[src/rtl/bcd_cnt_seq_ctrl.sv]
`default_nettype none
// +--------------------------------------------------------------------------+
// | bcd_cnt_seq_ctrl : run controller for a BCD up/down counter cascade.     |
// | Optional feature macro: BCD_SEQ_AUTORELOAD_EN (periodic auto-reload).    |
// | Revision: 1.0                                                            |
// +--------------------------------------------------------------------------+
module bcd_cnt_seq_ctrl #(
  parameter int DIGITS = 2,
  parameter int DIV_W  = 16
) (
  input  logic                  CLK,
  input  logic                  RESET,
  input  logic                  START,
  input  logic                  STOP,
  input  logic                  CLEAR,
  input  logic                  DIR,
  input  logic [4*DIGITS-1:0]   PRESET,
  input  logic [DIV_W-1:0]      TICK_DIV,
  input  logic                  TC_IN,
  output logic [4*DIGITS-1:0]   LD_DATA,
  output logic                  LOAD,
  output logic                  EN,
  output logic                  UP,
  output logic                  BUSY,
  output logic                  DONE,
  output logic                  BAD_PRESET,
  output logic [2:0]            STATE
);

  typedef enum logic [2:0] {
    S_IDLE  = 3'd0,
    S_LOAD  = 3'd1,
    S_RUN   = 3'd2,
    S_PAUSE = 3'd3,
    S_DONE  = 3'd4
  } state_t;

  localparam logic [DIV_W-1:0] c_div_one = {{(DIV_W-1){1'b0}}, 1'b1};

  state_t           r_state, w_state_nxt;
  logic [DIV_W-1:0] r_presc, w_presc_nxt, w_div_m1;
  logic             r_up, w_up_nxt;
  logic             r_clr_ld;
  logic             r_bad, w_bad_nxt;
  logic             w_preset_bad;
  logic             w_tick;

  always_comb begin
    w_preset_bad = 1'b0;
    for (int i = 0; i < DIGITS; i++) begin
      if (PRESET[4*i +: 4] > 4'd9) w_preset_bad = 1'b1;
    end
  end

  // A divide value of zero behaves as divide-by-one.
  assign w_div_m1 = (TICK_DIV == '0) ? '0 : (TICK_DIV - c_div_one);
  assign w_tick   = (r_presc >= w_div_m1);

  always_comb begin
    w_state_nxt = r_state;
    w_presc_nxt = r_presc;
    w_up_nxt    = r_up;
    w_bad_nxt   = 1'b0;
    LOAD        = r_clr_ld;
    LD_DATA     = '0;
    EN          = 1'b0;
    DONE        = 1'b0;

    if (r_state == S_LOAD) begin
      LOAD    = 1'b1;
      LD_DATA = PRESET;
    end

    if (CLEAR) begin
      w_state_nxt = S_IDLE;
      w_presc_nxt = '0;
    end else begin
      case (r_state)
        S_IDLE, S_DONE: begin
          w_presc_nxt = '0;
          if (START && !STOP) begin
            if (w_preset_bad) begin
              w_bad_nxt = 1'b1;
            end else begin
              w_up_nxt    = DIR;
              w_state_nxt = S_LOAD;
            end
          end
        end
        S_LOAD: begin
          w_presc_nxt = '0;
          w_state_nxt = STOP ? S_PAUSE : S_RUN;
        end
        S_RUN: begin
          if (STOP) begin
            w_state_nxt = S_PAUSE;
          end else begin
            w_presc_nxt = w_tick ? '0 : (r_presc + c_div_one);
            if (w_tick) begin
              if (!TC_IN) begin
                EN = 1'b1;
              end else begin
                DONE = 1'b1;
`ifdef BCD_SEQ_AUTORELOAD_EN
                LOAD    = 1'b1;
                LD_DATA = PRESET;
`else
                w_state_nxt = S_DONE;
`endif
              end
            end
          end
        end
        S_PAUSE: begin
          if (START && !STOP) w_state_nxt = S_RUN;
        end
        default: w_state_nxt = S_IDLE;
      endcase
    end
  end

  always_ff @(posedge CLK) begin
    if (RESET) begin
      r_state  <= S_IDLE;
      r_presc  <= '0;
      r_up     <= 1'b0;
      r_clr_ld <= 1'b0;
      r_bad    <= 1'b0;
    end else begin
      r_state  <= w_state_nxt;
      r_presc  <= w_presc_nxt;
      r_up     <= w_up_nxt;
      r_clr_ld <= CLEAR;
      r_bad    <= w_bad_nxt;
    end
  end

  assign UP         = r_up;
  assign BAD_PRESET = r_bad;
  assign BUSY       = (r_state == S_LOAD) || (r_state == S_RUN);
  assign STATE      = r_state;

endmodule
`default_nettype wire

[config.mk]
export PLATFORM = sky130hd
export DESIGN_NAME = bcd_cnt_seq_ctrl
export DESIGN_NICKNAME = d
export VERILOG_FILES = /design/src/rtl/bcd_cnt_seq_ctrl.sv
export SDC_FILE = /design/constraint.sdc
export NUM_CORES = 1
export LEC_CHECK = 0
export ABC_AREA = 0
export CORE_ASPECT_RATIO = 1.5
export CORE_MARGIN = 2
export CORE_UTILIZATION = 35
export DETAILED_ROUTE_END_ITERATION = 16
export GPL_ROUTABILITY_DRIVEN = 0
export GPL_TIMING_DRIVEN = 0
export PLACE_DENSITY = 0.67
export SLEW_MARGIN = 20
export SYNTH_ARGS = -nofsm -noshare
export SYNTH_HDL_FRONTEND = slang
export SYNTH_SLANG_ARGS = --single-unit
[constraint.sdc]
create_clock -name CLK -period 11.7 [get_ports CLK]
set_input_delay 1.755 -clock CLK [delete_from_list [all_inputs] [get_ports CLK]]
set_output_delay 1.755 -clock CLK [all_outputs]
set_load 0.01 [all_outputs]
==> results of run 1 <==
==> logic make-up after synthesis <==
| group | synth area share, % |
|---|---|
| xor gates and xnor gates | 7.63 |
| DFF | 21.3 |
| adders and majority gates | 11.5 |
| AOI/OAI and AO/OA | 16.8 |
| and+or+nand+nor | 38.0 |
| muxes | 1.45 |
| buffers and inverters | 3.33 |
==> through the flow <==
stage	total power [mW]	instance area [um2]	hold WS (ps)	setup slack, ps
after floorplan	0.0912	2070	455	5250
after global placement	0.108	2630	480	3790
after detailed placement	0.109	2630	486	3750
after CTS	0.165	2680	506	3730
after global routing	0.171	2680	525	3370
final	0.163	2680	497	3740
==> where the power goes <==
group / internal [mW] / switching (mW) / total, mW
clock: 0.0300 / 0.0258 / 0.0559
sequential: 0.0752 / 0.000166 / 0.0754
combinational: 0.0178 / 0.0138 / 0.0316
==> routing by layer <==
layer / part of all wire (%) / GRT usage [%]
met2: 52 / 30.9
met1: 41 / 18.1
met5: 0 / 0
met4: 2.2 / 7.22
met3: 4.8 / 1.73
==> registers in the layout, indices dropped and copies added (netlist names) <==
name	cells
BAD_PRESET	1
STATE	3
UP	1
r_presc	16
r_clr_ld	1
==> synth_stat cells, types with 2 or more instances <==
library cell   n  share of area [%]
nor4b_1        2               0.85
o21ai_0       12                2.9
a211oi_1       2               0.73
inv_1          7                1.3
a21oi_1        8                1.9
a31oi_1        5                1.5
o221ai_1       7                3.0
o21a_1         2               0.73
or2_2          4                1.2
xnor2_1        9                3.8
and2_1        13                3.9
dfxtp_1       22                 21
a41oi_1        4                1.7
o31a_1         3                1.3
nor4_1         5                1.5
nand4_1        6                1.8
ha_1          19                 12
nand2b_1       3               0.91
or3_1          2               0.61
nand3_1       11                2.7
nor3_1        10                2.4
clkbuf_1       7                1.3
or4_1          4                1.5
mux2i_1        3                1.5
nand3b_1       2               0.73
nor3b_1        3                1.1
xor2_1         9                3.8
nor2_1        24                4.4
nand2_1       51                9.3
==> final timing paths <==
path / from / to / slack, ps / depth (start not counted)
worst max-delay path: TICK_DIV[0] / DONE / 3740 / 15
worst min-delay path: UP / UP / 500 / 2
worst min register to register: UP / UP / 500 / 2
worst max register to register: r_presc[0] / STATE[2] / 9260 / 8
==> cell type report <==
class	count	area [um2]	area share, %
flip-flops and latches	22	440	16.4
inverters	7	26.3	0.980
plain buffers	9	42.5	1.59
repair buffers	47	470	17.5
clock buffers	4	55.1	2.05
multi-input cells	239	1560	58.0
well taps	72	90.1	3.36
==> cell usage in the layout (no fill, tap or decap), types with 8 or more instances in the layout <==
cell type and count:
xnor2_1 9, and2_1 13, clkdlybuf4s50_1 47, nand2_1 51, nand3_1 11, dfxtp_1 22
o21ai_0 12, ha_1 19, a21oi_1 8, nor3_1 10, xor2_1 9, nor2_1 24
==> worst max-delay path, cell delays in order <==
cell	delay, ps
clkdlybuf4s50_1	470
inv_1	110
ha_1	180
nor3b_1	510
nand4_1	280
nor3_1	240
xor2_1	170
nand2_1	70
ha_1	290
nand4_1	230
nor3_1	530
nor3_1	250
and2_1	210
nor4b_1	300
clkdlybuf4s50_1	600
==> impl_metrics.toml, run 1 <==
[status]
outcome = "finished clean"

[floorplan]
die_area_um2 = 6550
design.core.area_um2 = 5740
start_util_pct = 36.0
dieHeight_um = 98.1
rows = 34
dieWidth_um = 66.7
ioPinCount = 48

[clock_tree]
numCtsBuffers = 3
cts_buffer_depth = 2
hold_buffers = 0
root_buffer = "clkbuf_8"
clkSinkCount = 22
insertion_delay_ps = 260
cts.clk_slew.worst_paths_ps = 80
postCtsSetupBuffers = 0
cts_tree = "yes"
cts_resized = 0
h-tree-depth = 1

[global_routing]
grt_pass1_vias = 1967
grt_usage_pct = 16.6
grt_max_degree = 13
grt.overflow.total = 0
grt_pass1_wl_um = 8650
antenna_found_initial = 0

[sta]
tns_ps = 0
fmax_mhz = 126
setup_viol = 0
maxSlewHeadroom_pct = 44.5
fin_crit_ps = 7960
tightest_slew_ps = 829
fin_worst_skew_ps = 2.50
slew_viol_final = 0
fin_crit_sh_pct = 68.0
hold_viol = 0
rsz0062_at_grt = "false"

[finish]
fillers = 566
drive_above_1_share_pct = 5.18
fin_util_pct = 46.7
area_growth_pct = 29.8
diodes = 0
nets = 379
fin_cells = 400

[critical_path]
cp.required_ps = 9950
critPathMaxFanout = 7
endpoint_kind = "output port"
arrival_ps = 6200
cp-start-kind = "primary input"
criticalPathCategory = "in2out"

[drt]
drtIter0Drc = 61
num_vias = 2144
wirelength_um = 5220
dr.pass1.iters = 4
postRouteAntennaNets = 0
drc_errors = 0
via_per_inst = 5.36
wl_per_cell_um = 13.1

[synth]
synth_edf_count = 0
ys_ff_latch = 22
avgSynthCellArea_um2 = 7.46
synthArstFlopShare_pct = 0
synthDistinctLibCells = 47
synthCells = 277
synth_seq_area_share_pct = 21.3
synth_warnings = 0
syn_nets = 327
synthFlopType = "dfxtp_1"
synth_area_um2 = 2070

[power]
ir_drop_mv = 0.0379
pwr_density_cell_nw_per_um2 = 60.7
leakagePower_nw = 0.986

[flow_run]
max_cap_viol_count = 0

[worst_hold_path]
holdCritPathClass = "reg2reg"

[placement]
placed_cells = 396
dp_hpwl_um = 4200
numPortBuffers = 47
No activity file was read; power rests on OpenSTA's default activity.
==> run 2: changes to the inputs <==
--- a/config.mk
+++ b/config.mk
@@ -12,7 +12,7 @@
 export DETAILED_ROUTE_END_ITERATION = 16
 export GPL_ROUTABILITY_DRIVEN = 0
 export GPL_TIMING_DRIVEN = 0
-export PLACE_DENSITY = 0.67
+export PLACE_DENSITY = 0.7
 export SLEW_MARGIN = 20
 export SYNTH_ARGS = -nofsm -noshare
 export SYNTH_HDL_FRONTEND = slang
==> constraint.sdc (replaced) <==
create_clock -name CLK -period 7.2 [get_ports CLK]
set_input_delay 1.08 -clock CLK [delete_from_list [all_inputs] [get_ports CLK]]
set_output_delay 1.08 -clock CLK [all_outputs]
set_load 0.01 [all_outputs]
==> run 2 against run 1 <==
Net effect:
- cell count down 0.25%
- sequential power up 63%
- non-clock buffer count unchanged
- largest cell class unchanged
==> impl_metrics.toml, run 2 (synthesis results as in run 1) <==
[clock_tree]
cts_tree = "yes"
numCtsBuffers = 3
cts_buffer_depth = 2
cts.clk_slew.worst_paths_ps = 80
postCtsSetupBuffers = 0
clkSinkCount = 22
insertion_delay_ps = 260
h-tree-depth = 1
cts_resized = 0
hold_buffers = 0
root_buffer = "clkbuf_8"

[finish]
nets = 379
mostFrequentLayoutCell = "nand2_1"
diodes = 0
multi_input_area_um2 = 1560
drive_above_1_share_pct = 4.89
fillers = 584
largest_reg_flops = 16
area_growth_pct = 29.1
largest_register = "r_presc"
seqCellArea_um2 = 440
final_cell_mix = "nand2_1 (51), clkdlybuf4s50_1 (47), nor2_1 (24), dfxtp_1 (22), ha_1 (19)"
fin_cells = 399

[critical_path]
cp.required_ps = 6120
cp-start-kind = "primary input"
critPathMaxFanout = 7
endpoint_kind = "output port"
criticalPathCategory = "in2out"
arrival_ps = 5600

[placement]
placed_cells = 396
dp_hpwl_um = 4150
place_ws_ps = 478
numPortBuffers = 47

[global_routing]
grt_pass1_wl_um = 8290
grt_pass1_vias = 1873
grt.overflow.total = 0
antenna_found_initial = 0
grt_max_degree = 12
grt_usage_pct = 15.9

[floorplan]
dieHeight_um = 98.1
start_util_pct = 36.0
ioPinCount = 48
dieWidth_um = 66.7
die_area_um2 = 6550
design.core.area_um2 = 5740
rows = 34

[drt]
drtIter0Drc = 60
drc_errors = 0
wl_per_cell_um = 12.9
dr.pass1.iters = 4
wirelength_um = 5130
num_vias = 2155
postRouteAntennaNets = 0
via_per_inst = 5.40

[sta]
slew_viol_final = 0
fmax_mhz = 150
tightest_slew_ps = 806
setup_ws_ps = 519
rsz0062_at_grt = "false"
maxSlewHeadroom_pct = 45.8
fin_crit_ps = 6680
hold_viol = 0
fin_hold_ws_ps = 499
fin_crit_sh_pct = 92.8
tns_ps = 0
setup_viol = 0
fin_worst_skew_ps = 1.87

[worst_hold_path]
holdCritPathClass = "reg2reg"

[flow_run]
max_cap_viol_count = 0

[status]
outcome = "finished clean"

[power]
pwr_density_cell_nw_per_um2 = 94.4
ir_drop_mv = 0.0774
leakagePower_nw = 0.979
-- run 2: through the flow --
stage | total power [mW] | instance area [um2] | util (%)
5_1_grt | 0.265 | 2670 | 46.4
3_3_place_gp | 0.176 | 2630 | 45.7
6_report | 0.252 | 2670 | 46.4
4_1_cts | 0.255 | 2670 | 46.4
3_5_place_dp | 0.177 | 2630 | 45.7
2_1_floorplan | 0.148 | 2070 | -
-- run 2: power breakdown --
part / total [mW] / switching, mW / internal, mW
registers: 0.123 / 0.000283 / 0.122
clock network: 0.0780 / 0.0405 / 0.0374
logic: 0.0514 / 0.0225 / 0.0289
total: 0.252 / 0.0633 / 0.189
-- run 2: final timing paths --
check,start,to,slack (ps),cells after the start
min reg2reg,UP,UP,500,2
min,UP,UP,500,2
max reg2reg,r_presc[0],STATE[2],4780,8
max,TICK_DIV[0],DONE,520,15
-- run 2: area by class of cell --
type | instances | share of cell area [%]
plain buffers | 9 | 1.59
clock buffers | 3 | 1.55
inverters | 7 | 0.985
multi-input cells | 239 | 58.3
flip-flops and latches | 22 | 16.5
well taps | 72 | 3.38
repair buffers | 47 | 17.6
-- run 2: worst max-delay path: stages --
cell and delay (ps):
clkdlybuf4s50_1 470, inv_1 110, ha_1 180, nor3b_1 480, nand4_1 290, nor3_1 250
xor2_1 180, nand2_1 70, ha_1 290, nand4_1 210, nor3_1 540, nor3_1 270
and2_1 220, nor4b_1 360, clkdlybuf4s50_1 610
-- run 2: per-layer routing --
metal / GRT usage (%) / routed length, um / share of wire (%)
met2: 28.8 / 2650 / 52
met4: 7.85 / 148 / 2.9
met3: 1.84 / 276 / 5.4
met1: 17.6 / 2060 / 40
met5: 0 / 0 / 0
==> run 3: changes to the inputs <==
--- a/config.mk
+++ b/config.mk
@@ -6,6 +6,7 @@
 export NUM_CORES = 1
 export LEC_CHECK = 0
 export ABC_AREA = 0
+export ABC_CLOCK_PERIOD_IN_PS = 7200
 export CORE_ASPECT_RATIO = 1.5
 export CORE_MARGIN = 2
 export CORE_UTILIZATION = 35
==> results of run 3 <==
Final layout, timing and power as in run 2 (identical DEF).
